[config.mk]
export PLATFORM = sky130hd
export DESIGN_NAME = row_shift_loader_flat
export DESIGN_NICKNAME = d
export VERILOG_FILES = /design/src/rtl/row_shift_loader_pkg.sv /design/src/rtl/row_shift_loader_if.sv /design/src/rtl/row_shift_loader_stage_shreg.sv /design/src/rtl/row_shift_loader.sv /design/src/flat_wrapper.sv
export SDC_FILE = /design/constraint.sdc
export NUM_CORES = 1
export LEC_CHECK = 0
export ABC_AREA = 1
export BUFFER_PORTS_ARGS = -buffer_cell sky130_fd_sc_hd__buf_2
export CAP_MARGIN = 15
export CORE_UTILIZATION = 25
export CTS_BUF_LIST = sky130_fd_sc_hd__clkbuf_2
export DETAILED_ROUTE_END_ITERATION = 10
export PLACE_DENSITY = 0.41
export REMOVE_ABC_BUFFERS = 1
export SLEW_MARGIN = 0
export SYNTH_ARGS = -nofsm -noshare
export SYNTH_HDL_FRONTEND = slang
export SYNTH_HIERARCHICAL = 1
export SYNTH_SLANG_ARGS = --single-unit
[constraint.sdc]
create_clock -name clk -period 1.8 [get_ports clk]
set_input_delay 0.27 -clock clk [delete_from_list [all_inputs] [get_ports clk]]
set_output_delay 0.27 -clock clk [all_outputs]
set_load 0.01 [all_outputs]
[src/rtl/row_shift_loader_pkg.sv]
// Shared PWM/loader types and default geometry.
// Imported by the row loader, its interface and the shift-chain sub-module.
package pwm_pkg;

    localparam int DEF_DWIDTH = 8;
    localparam int DEF_STAGE  = 8;
    localparam int BCW        = $clog2(DEF_STAGE + 1);

    typedef enum logic [1:0] {
        IDLE,
        SHIFT,
        WAIT_PERIOD,
        LATCH
    } ldr_state_t;

endpackage

[src/rtl/row_shift_loader_if.sv]
// Serial duty-byte stream: one DWIDTH-wide byte per cycle under valid/ready.
// master drives data, slave (the loader) returns ready.
interface row_shift_loader_if #(
    parameter int DWIDTH = pwm_pkg::DEF_DWIDTH
) ();

    logic [DWIDTH-1:0] din;
    logic              din_valid;
    logic              din_ready;

    modport master (output din, output din_valid, input din_ready);
    modport slave  (input din, input din_valid, output din_ready);

endinterface

[src/rtl/row_shift_loader_stage_shreg.sv]
// STAGE x DWIDTH shift chain; slice 0 takes din, slice k takes old slice k-1.
// Latency: one cycle per shift. Backpressure: none, shifts only when shift_en is high.
module stage_shreg #(
    parameter int DWIDTH = pwm_pkg::DEF_DWIDTH,
    parameter int STAGE  = pwm_pkg::DEF_STAGE
) (
    input  logic                      clk,
    input  logic                      rst,
    input  logic                      shift_en,
    input  logic [DWIDTH-1:0]         din,
    output logic [STAGE*DWIDTH-1:0]   pout
);

    always_ff @(posedge clk or negedge rst) begin
        if (!rst) begin
            pout <= '0;
        end else if (shift_en) begin
            pout <= {pout[(STAGE-1)*DWIDTH-1:0], din};
        end
    end

endmodule

[src/rtl/row_shift_loader.sv]
// Row loader for the PWM stage: shifts STAGE serial bytes in, latches the row, pulses hsync.
// Latency: row_data/hsync update one edge after the last byte (or after period_end when
// LOADER_PERIOD_SYNC_EN is defined). Backpressure: din_ready low outside SHIFT.
module row_shift_loader
    import pwm_pkg::*;
#(
    parameter int DWIDTH  = DEF_DWIDTH,
    parameter int STAGE   = DEF_STAGE,
    parameter int RCWIDTH = 16
) (
    input  logic                     clk,
    input  logic                     rst,
    input  logic                     start,
    row_shift_loader_if.slave        din_if,
    input  logic                     period_end,
    output logic [STAGE*DWIDTH-1:0]  row_data,
    output logic                     hsync,
    output logic                     busy,
    output logic [RCWIDTH-1:0]       row_cnt
);

    localparam int CW = (STAGE == DEF_STAGE) ? BCW : $clog2(STAGE + 1);
    localparam logic [CW-1:0] LAST_BYTE = CW'(STAGE - 1);

    ldr_state_t                state;
    logic [CW-1:0]             bcnt;
    logic [STAGE*DWIDTH-1:0]   chain;
    logic                      xfer;

    assign din_if.din_ready = (state == SHIFT);
    assign xfer             = din_if.din_valid && din_if.din_ready;

    stage_shreg #(
        .DWIDTH (DWIDTH),
        .STAGE  (STAGE)
    ) u_chain (
        .clk      (clk),
        .rst      (rst),
        .shift_en (xfer),
        .din      (din_if.din),
        .pout     (chain)
    );

`ifndef LOADER_PERIOD_SYNC_EN
    logic unused_period_end;
    assign unused_period_end = period_end;
`endif

    always_ff @(posedge clk or negedge rst) begin
        if (!rst) begin
            state    <= IDLE;
            bcnt     <= '0;
            row_data <= '0;
            hsync    <= 1'b0;
            busy     <= 1'b0;
            row_cnt  <= '0;
        end else begin
            hsync <= 1'b0;
            case (state)
                IDLE: begin
                    if (start) begin
                        state <= SHIFT;
                        busy  <= 1'b1;
                    end
                end
                // start is deliberately ignored here so a begun row always completes
                SHIFT: begin
                    if (xfer) begin
                        if (bcnt == LAST_BYTE) begin
                            bcnt  <= '0;
`ifdef LOADER_PERIOD_SYNC_EN
                            state <= WAIT_PERIOD;
`else
                            state <= LATCH;
`endif
                        end else begin
                            bcnt <= bcnt + 1'b1;
                        end
                    end
                end
`ifdef LOADER_PERIOD_SYNC_EN
                WAIT_PERIOD: begin
                    if (period_end) state <= LATCH;
                end
`endif
                LATCH: begin
                    row_data <= chain;
                    hsync    <= 1'b1;
                    row_cnt  <= row_cnt + 1'b1;
                    if (start) begin
                        state <= SHIFT;
                    end else begin
                        state <= IDLE;
                        busy  <= 1'b0;
                    end
                end
                default: begin
                    state <= IDLE;
                    busy  <= 1'b0;
                end
            endcase
        end
    end

endmodule

[src/flat_wrapper.sv]
// flat-port wrapper written by rule: the top's interface ports become plain ports
module row_shift_loader_flat import pwm_pkg::*;
#(
    parameter int DWIDTH  = DEF_DWIDTH,
    parameter int STAGE   = DEF_STAGE,
    parameter int RCWIDTH = 16
)
  (clk, rst, start, period_end, row_data, hsync, busy, row_cnt, din_if_din, din_if_din_valid, din_if_din_ready);
  row_shift_loader_if #(.DWIDTH(DWIDTH)) din_if_i ();
  input  logic clk;
  input  logic rst;
  input  logic start;
  input  logic period_end;
  output logic [STAGE*DWIDTH-1:0] row_data;
  output logic hsync;
  output logic busy;
  output logic [RCWIDTH-1:0] row_cnt;
  input wire logic [$bits(din_if_i.din)-1:0] din_if_din;
  input wire logic [$bits(din_if_i.din_valid)-1:0] din_if_din_valid;
  output wire logic [$bits(din_if_i.din_ready)-1:0] din_if_din_ready;
  assign din_if_i.din = din_if_din;
  assign din_if_i.din_valid = din_if_din_valid;
  assign din_if_din_ready = din_if_i.din_ready;
  row_shift_loader #(.DWIDTH(DWIDTH), .STAGE(STAGE), .RCWIDTH(RCWIDTH)) u_core (.clk(clk), .rst(rst), .start(start), .din_if(din_if_i), .period_end(period_end), .row_data(row_data), .hsync(hsync), .busy(busy), .row_cnt(row_cnt));
endmodule
==> impl_metrics.toml <==
[critical_path]
critical_path_arrival_ns = 1.40
crit_type = "flip-flop to output pin"
critPathMaxFanout = 3
end_kind = "output pin"
startpoint_type = "flip-flop"
cp.required_ns = 1.53

[routing]
drc_errors = 0
dr.pass1.iters = 6
totalWireLength_mm = 13.74
ant_nets = 0
vias = 4425
drtIter0Drc = 144
avgRoutedWirePerCell_um = 12.24
viasPerCell = 3.940

[sta]
fin_skew_ns = 0.05294
slew_headroom = 0.7042
max_freq_mhz = 598.0
slew_viol_final = 0
final_hold_viol_count = 0
worstMarginPinSlew_ns = 0.4437
rsz0062_at_grt = "yes"
whs_ns = 0.2563
setup_viol = 0
period_needed_ns = 1.672
timing.final.crit_share = 0.9291

[power_and_ir_drop]
max-vdd-ir-drop_v = 0.0004609
power_mw = 9.929
leakage_nw = 4.114
power_density_mw_per_mm2 = 1371

[logic_synthesis]
synthTopCellsByArea = "dfrtp_1 (64%), nand2_1 (27%), clkbuf_8 (1.4%), buf_2 (1.2%), inv_1 (1.1%)"
yosysSeqAreaShare = 0.6365
yosys-top-cells-count = "nand2_1 (422), dfrtp_1 (152), inv_1 (18), nor2_1 (18), buf_2 (14)"
ys.warnings.count = 6
synth_cells = 675
yosysUniqueCellTypes = 21
ys_ff_latch = 152
netlist_area_mm2 = 0.005976
synth_most_common_cell = "nand2_1"
async_flop_share = 1.000
syn_area_per_cell_um2 = 8.853
synth_largest_area_cell = "dfrtp_1"
synth.top_cell.area_share = 0.6365
synth-edff-count = 0
synth_flop_cell = "dfrtp_1"

[clock_tree]
cts_root_buffer = "clkbuf_2"
cts_buffers = 17
clock_path_buffers = 2
clk_latency_ns = 0.72
htreeDepth = 4
clkTransAtPathRegs_ns = 0.25
tritoncts = "built"
clock-sinks = 152

[placed_design]
port_buffers = 94
placed_area_mm2 = 0.006830
hpwl_mm = 8.417
gp_congestion = 0.7393

[status]
status = "complete, no violations"

[hold_path]
hold_class = "input pin to flip-flop"

[grt]
antenna_found_initial = 1
grt_pass1_wl_mm = 23.20
grt_max_degree = 50
grt_usage = 0.1233
grt_pass1_vias = 4463
overflow = 0

[floorplan]
die_w_um = 156.6
start_util = 0.2546
dieArea_mm2 = 0.02453
die_height_um = 156.6
io_pins = 96
core-area_mm2 = 0.02347
row_count = 56

[final_layout]
multi_input_area_mm2 = 0.001913
num-fill-cells = 2559
area_growth_pct = 21.15
final_layout_size_suffix_gt1_frac = 0.1880
fin_area_mm2 = 0.007239
utilization = 0.3084
register_area_mm2 = 0.003805
final_nets = 805

[job]
cap_violations = 0
-- through the flow --
step / worst slack [ns] / std cells / setup TNS [ns]
floorplan: -0.9121 / 648 / -72.51
global placement: 0.2189 / 1075 / 0
detailed placement: 0.2312 / 1075 / 0
CTS: 0.003606 / 1122 / 0
global route: -0.03694 / 1123 / -0.03694
finish: 0.1276 / 1123 / 0
-- where the power goes --
group          internal, mW  total [mW]  switching, mW
Combinational          1.06        2.58           1.52
Sequential             4.59        5.38          0.789
Clock                 0.650        1.97           1.32
-- registers in the layout, indices dropped and copies added (netlist names) --
register	flops
u_core/row_data	64
u_core/u_chain/pout	64
u_core/row_cnt	16
u_core/state	2
u_core/bcnt	4
u_core/hsync	1
u_core/busy	1
-- critical path, cell delays in order, from the launching register on --
cell     delay, ns
dfrtp_1       0.42
inv_2         0.06
nor2_4        0.12
buf_6         0.11
-- placed cells by master, fill, tap and decap left out, drive strengths merged, types with 6 or more instances in the layout --
cell type    netlist  layout
dlygate4sd3        0      12
dfrtp            152     152
inv               20      23
nand2            423     423
nand3              8       8
xnor2              6       6
xor2               6       6
clkbuf             9      18
buf               18     111
clkinv             0       6
nor2              20      20
-- final cells by class --
class,instances,area share
Sequential cell,152,0.5256
Tap cell,319,0.05513
Timing Repair Buffer,123,0.1113
Inverter,20,0.01037
Clock inverter,14,0.02057
Antenna cell,1,0.0003457
Clock buffer,18,0.01244
Multi-Input combinational cell,476,0.2643
-- cells by family (layout without fill, tap and decap cells) --
logic type,Yosys count,in the layout,synth area share
AOI/OAI and AO/OA,5,5,0.004185
xor gates and xnor gates,12,12,0.01759
adders and majority gates,2,2,0.004187
buffers and inverters,47,175,0.04502
DFF,152,152,0.6365
other,0,1,0
and+or+nand+nor,457,457,0.2925
-- layer usage --
layer,GRT usage,share of wire,up-vias
li1,-,-,2272
met1,0.1661,0.52,2078
met2,0.1909,0.44,65
met3,0.03185,0.033,10
met4,0.04342,0.012,0
met5,0,0,-
-- final timing paths --
check                                   startpoint  slack, ns                 endpoint  cells after the start
max                                u_core/state[0]       0.13         din_if_din_ready                      3
min                                  din_if_din[3]       0.26   u_core/u_chain/pout[3]                      4
max reg2reg                        u_core/state[0]       0.26  u_core/u_chain/pout[33]                      8
min reg2reg                u_core/u_chain/pout[61]       0.49      u_core/row_data[61]                      2
max in group asynchronous                      rst       0.87      u_core/row_data[33]                      4
min in group asynchronous                      rst       0.60       u_core/row_data[8]                      4
-- what timing repair did --
action                                  4_1_cts  5_1_grt
endpoints found under the setup margin        1        1
gates resized for setup                       3        1
buffers inserted                              2        0
hold buffers                                 13        0
pin swaps                                     0        1
gates cloned                                  0        0
hold endpoints to repair                    166        0
Power figures use the tool's default switching activity.
